**src/rtl/gravsim_pair_scheduler.sv**
```systemverilog
// Timestep sequencer for the N-body core: clears accumulators, streams every i<j body pair
// to the force pipeline under credit flow control, then triggers integration and signals done.
module gravsim_pair_scheduler #(
    parameter int MAX_BODIES      = 10,
    parameter int IDX_W           = 4,
    parameter int MAX_OUTSTANDING = 8
) (
    input  logic             clk,
    input  logic             rst_n,
    input  logic             start,
    input  logic [IDX_W-1:0] num_bodies,
    output logic             acc_clr,
    output logic             pair_valid,
    input  logic             pair_ready,
    output logic [IDX_W-1:0] pair_i,
    output logic [IDX_W-1:0] pair_j,
    output logic             pair_last,
    input  logic             res_valid,
    output logic             integ_start,
    input  logic             integ_done,
    output logic             busy,
    output logic             done,
    output logic             err
);

    localparam int CNT_W = $clog2(MAX_OUTSTANDING + 1);
    localparam logic [IDX_W-1:0] MAX_N   = IDX_W'(MAX_BODIES);
    localparam logic [CNT_W-1:0] MAX_CNT = CNT_W'(MAX_OUTSTANDING);

    typedef enum logic [2:0] {
        S_IDLE,
        S_CLEAR,
        S_ISSUE,
        S_DRAIN,
        S_INTEG,
        S_DONE
    } state_t;

    state_t state, state_next;

    logic [IDX_W-1:0] n_lat;
    logic [IDX_W-1:0] n_clamped;
    logic [IDX_W-1:0] idx_i;
    logic [IDX_W-1:0] idx_j;
    logic [CNT_W-1:0] outstanding;
    logic [CNT_W-1:0] outstanding_next;
    logic             integ_pulse;
    logic             err_q;
    logic             xfer;
    logic             res_ok;
    logic             last_pair;

    assign n_clamped = (num_bodies > MAX_N) ? MAX_N : num_bodies;
    assign xfer      = pair_valid && pair_ready;
    assign res_ok    = res_valid && (outstanding != '0);
    assign last_pair = (idx_i == n_lat - IDX_W'(2)) && (idx_j == n_lat - IDX_W'(1));

    assign pair_i      = idx_i;
    assign pair_j      = idx_j;
    assign integ_start = integ_pulse;
    assign err         = err_q;

    // A transfer and a returning result in the same cycle cancel; a result with nothing
    // in flight is an error and never underflows the count.
    always_comb begin
        outstanding_next = outstanding;
        if (xfer && !res_ok) begin
            outstanding_next = outstanding + CNT_W'(1);
        end else if (!xfer && res_ok) begin
            outstanding_next = outstanding - CNT_W'(1);
        end
    end

    always_comb begin
        state_next = state;
        acc_clr    = 1'b0;
        pair_valid = 1'b0;
        pair_last  = 1'b0;
        busy       = 1'b1;
        done       = 1'b0;
        case (state)
            S_IDLE: begin
                busy = 1'b0;
                if (start) begin
                    state_next = (n_clamped == '0) ? S_DONE : S_CLEAR;
                end
            end
            S_CLEAR: begin
                acc_clr    = 1'b1;
                state_next = (n_lat == IDX_W'(1)) ? S_INTEG : S_ISSUE;
            end
            S_ISSUE: begin
                pair_valid = (outstanding < MAX_CNT);
                pair_last  = pair_valid && last_pair;
                if (pair_valid && pair_ready && last_pair) begin
                    state_next = S_DRAIN;
                end
            end
            S_DRAIN: begin
                // Looking at the next count lets a result arriving on the entry cycle finish the drain.
                if (outstanding_next == '0) begin
                    state_next = S_INTEG;
                end
            end
            S_INTEG: begin
                if (integ_done) begin
                    state_next = S_DONE;
                end
            end
            S_DONE: begin
                done       = 1'b1;
                state_next = S_IDLE;
            end
            default: begin
                state_next = S_IDLE;
            end
        endcase
    end

    always_ff @(posedge clk or negedge rst_n) begin
        if (!rst_n) begin
            state <= S_IDLE;
        end else begin
            state <= state_next;
        end
    end

    always_ff @(posedge clk or negedge rst_n) begin
        if (!rst_n) begin
            n_lat       <= '0;
            idx_i       <= '0;
            idx_j       <= '0;
            outstanding <= '0;
            integ_pulse <= 1'b0;
            err_q       <= 1'b0;
        end else begin
            outstanding <= outstanding_next;
            integ_pulse <= (state_next == S_INTEG) && (state != S_INTEG);

            if (state == S_IDLE && start) begin
                n_lat <= n_clamped;
            end

            if (res_valid && outstanding == '0) begin
                err_q <= 1'b1;
            end else if (state == S_IDLE && start) begin
                err_q <= 1'b0;
            end

            // Row-major walk over the upper triangle: wrap to (i+1, i+2) at the end of a row.
            if (state == S_CLEAR) begin
                idx_i <= '0;
                idx_j <= IDX_W'(1);
            end else if (xfer) begin
                if (idx_j == n_lat - IDX_W'(1)) begin
                    idx_i <= idx_i + IDX_W'(1);
                    idx_j <= idx_i + IDX_W'(2);
                end else begin
                    idx_j <= idx_j + IDX_W'(1);
                end
            end
        end
    end

endmodule

```
**config.mk**
```make
export PLATFORM = sky130hd
export DESIGN_NAME = gravsim_pair_scheduler
export DESIGN_NICKNAME = d
export VERILOG_FILES = /design/src/rtl/gravsim_pair_scheduler.sv
export SDC_FILE = /design/constraint.sdc
export NUM_CORES = 1
export LEC_CHECK = 0
export CORE_MARGIN = 10
export CORE_UTILIZATION = 46
export CTS_CLUSTER_DIAMETER = 30
export CTS_CLUSTER_SIZE = 28
export DETAILED_ROUTE_END_ITERATION = 12
export PLACE_DENSITY = 0.67
export SYNTH_ARGS = -nofsm -noshare
export SYNTH_HDL_FRONTEND = slang
export SYNTH_SLANG_ARGS = --single-unit
```
**constraint.sdc**
```tcl
create_clock -name clk -period 2.4 [get_ports clk]
set_input_delay 0.48 -clock clk [delete_from_list [all_inputs] [get_ports clk]]
set_output_delay 0.48 -clock clk [all_outputs]
set_load 0.02 [all_outputs]
```
==> impl_results.md <==
* Critical path fanouts, max at 4
* Vias in the first global route at 1,288
* All-layer global routing usage at 11.8%
* Critical path class: register to output pin
* Dpl hpwl at 2.82 mm
* Failing checks: negative setup slack
* Placed Area at 0.00195 mm²
* Routability-driven placement congestion ratio at 0.891
* CTS tree: done
* Crit path arrival time at 1970 ps
* Initial DRC count at 79
* Post-CTS Setup Repair Bufs at 0
* Yosys top cell by area: dfrtp_1
* Worst vdd ir at 0.757 mV
* Initial Util at 48.8%
* CTS Buf Count at 3
* Flops & latches, synth at 21
* Clock period minus worst slack at 2450 ps
* Post-CTS Hold Fix Bufs at 0
* Final setup violation count at 1
* Final Max Tran Viols at 0
* Final Worst Setup Slack at -48.7 ps
* Cells after DPL at 235
* Worst-skew pair later-pin latency at 300 ps
* Row count at 20
* Share of cells above drive strength 1 at 24.1%
* Most frequent cells in the layout: buf_4, dfrtp_1, clkdlybuf4s50_1
* Leakage at 0.872 nW
* Syn Nets at 166
* Relative slew slack at 73.3%
* Total gr overflow at 0
* CORE AREA at 0.00310 mm²
* Sequential cell area at 526 µm²
* Vias per cell at 5.23
* Fin nets at 215
* Clock transition at path regs at 120 ps
* Total of max-cap violations at 0
* Hold Crit Class: input port to async pin
* Commonest non-fill, non-tap cell in the layout: buf_4
* Post-Syn Area per Cell at 10.3 µm²
* Mapped Area at 0.00152 mm²
* Top post-synthesis cells by area: dfrtp_1, ha_1, xnor2_1, nor4b_4, nor2_1
* Synth Instances at 147
* DRC Markers at 0
* Max frequency at 0.408 GHz
* Worst slew pin tran at 398 ps
* Wire per inst at 14.7 µm
* # fillers at 298
* Final wirelength at 3.52 mm
* Area grow syn2layout at 31.9%
* Design area at 0.00200 mm²
* Global-route wire length before repair at 5.97 mm
* Status: complete, but fails checks
* Unrepaired setup endpoints after global routing: true
* Pwr Density at 1230 mW/mm²
* Die W at 77.4 µm
* Die area at 0.00599 mm²
* Tcrit/Tclk final at 102%
* IO Port Bufs at 24
* Fin Setup TNS at -48.7 ps
* Io pins at 25
* Largest net degree at the start of global routing at 22
* Diodes inserted at 0
* Library cells used by synthesis at 50
* Endpoint class of the critical path: output pin
* Yosys warns at 0
* Via count at 1,251
* Seq/Total Area, Yosys at 34.7%
* Buffer depth of the longest clock path at 2
* Hold Slack at 511 ps
* Drt first pass iters at 4
* Finished Layout Cells at 239
* CTS root buffer: clkbuf_4
* Antenna Nets Post-Route at 0
* Initial antenna violation count at 0
* Final Hold Viols at 0
* Die Ht at 77.4 µm
* Yosys top cell area share at 34.7%
* Multi-input gate area at 950 µm²
* Clock H-tree levels at 1
* Critical path required time at 1920 ps
* Crit path launch type: register
* CTS sink cnt at 21
* Worst Skew at 5.32 ps
-- synth_stat cells (all sizes together) --
cell type and count:
dfrtp 21, xnor2 12, nor2 10, o21ai 10, ha 9, nand2 9
inv 8, a21oi 6, nand3 6, nand2b 4, nor3b 4, xor2 4
a211oi 3, and2 3, buf 3, nor3 3, a22oi 2, mux2i 2
nor2b 2, nor4 2, nor4b 2, o31ai 2, or4b 2, a21boi 1
a22o 1, a2bb2oi 1, a31oi 1, and4b 1, and4bb 1, clkinv 1
maj3 1, mux2 1, nand3b 1, nand4 1, o2111ai 1, o211a 1
o22a 1, o22ai 1, or2 1, or3 1, or4 1
-- final timing paths --
check                                           from               endpoint  slack [ps]  depth (start not counted)
worst max-delay path            n_lat[1]$_DFFE_PN0P_              pair_last         -50                          7
worst min-delay path                           rst_n  pair_j[3]$_DFFE_PN0P_         510                          2
max in group asynchronous                      rst_n  pair_j[0]$_DFFE_PN0P_        1660                          2
worst min register to register       err$_DFFE_PN0P_        err$_DFFE_PN0P_         530                          1
worst max register to register    state[0]$_DFF_PN0_  integ_start$_DFF_PN0_         170                          7
min in group clk                     err$_DFFE_PN0P_        err$_DFFE_PN0P_         530                          1
-- per-layer routing --
metal	GRT usage [%]	wire, µm
met3	3.34	177
met5	0	0
met1	13.9	1550
met4	2.74	17
met2	20.5	1770
-- sequential cells by signal (all words and copies together) (netlist names) --
name	flops
outstanding	4
err	1
pair_i	4
n_lat	4
state	3
integ_start	1
pair_j	4
-- logic make-up after synthesis --
logic type | after synthesis | share of synthesized area (%)
AOI/OAI and AO/OA | 31 | 15.5
buffers and inverters | 12 | 4.62
adders and majority gates | 10 | 8.09
DFF | 21 | 34.7
and+or+nand+nor | 54 | 23.5
xor gates and xnor gates | 16 | 11.5
muxes | 3 | 2.06
-- power by group --
part	total [mW]	switching [mW]	leakage (nW)	internal (mW)
clock network	0.174	0.110	0.0150	0.0647
logic	1.66	0.843	0.589	0.820
registers	0.621	0.134	0.267	0.486
total	2.46	1.09	0.872	1.37
-- through the flow --
stage	setup WS, ps	util [%]	power (mW)
3_5_place_dp	-325	62.7	2.26
5_1_grt	-238	64.4	2.66
3_3_place_gp	-286	62.7	2.22
2_1_floorplan	94.3	-	1.69
4_1_cts	-53.0	64.2	2.48
6_report	-48.7	64.4	2.46
-- layout make-up --
type,count,area share [%]
flip-flops and latches,21,26.3
repair buffers,47,20.4
inverters,9,1.69
well taps,44,2.76
clock buffers,4,1.31
multi-input cells,114,47.5
-- critical path, stage by stage (launching register included) --
cell and delay, ps:
dfrtp_1 410, inv_2 110, ha_4 210, xnor2_1 130, nor4_2 340, o2111ai_2 190
nor2_1 140, buf_4 150
-- repair_timing --
action / 4_1_cts / 5_1_grt
endpoints found under the setup margin: 3 / 4
pin swaps: 4 / 0
resized for setup: 12 / 1
(Power assumes the default switching activity.)
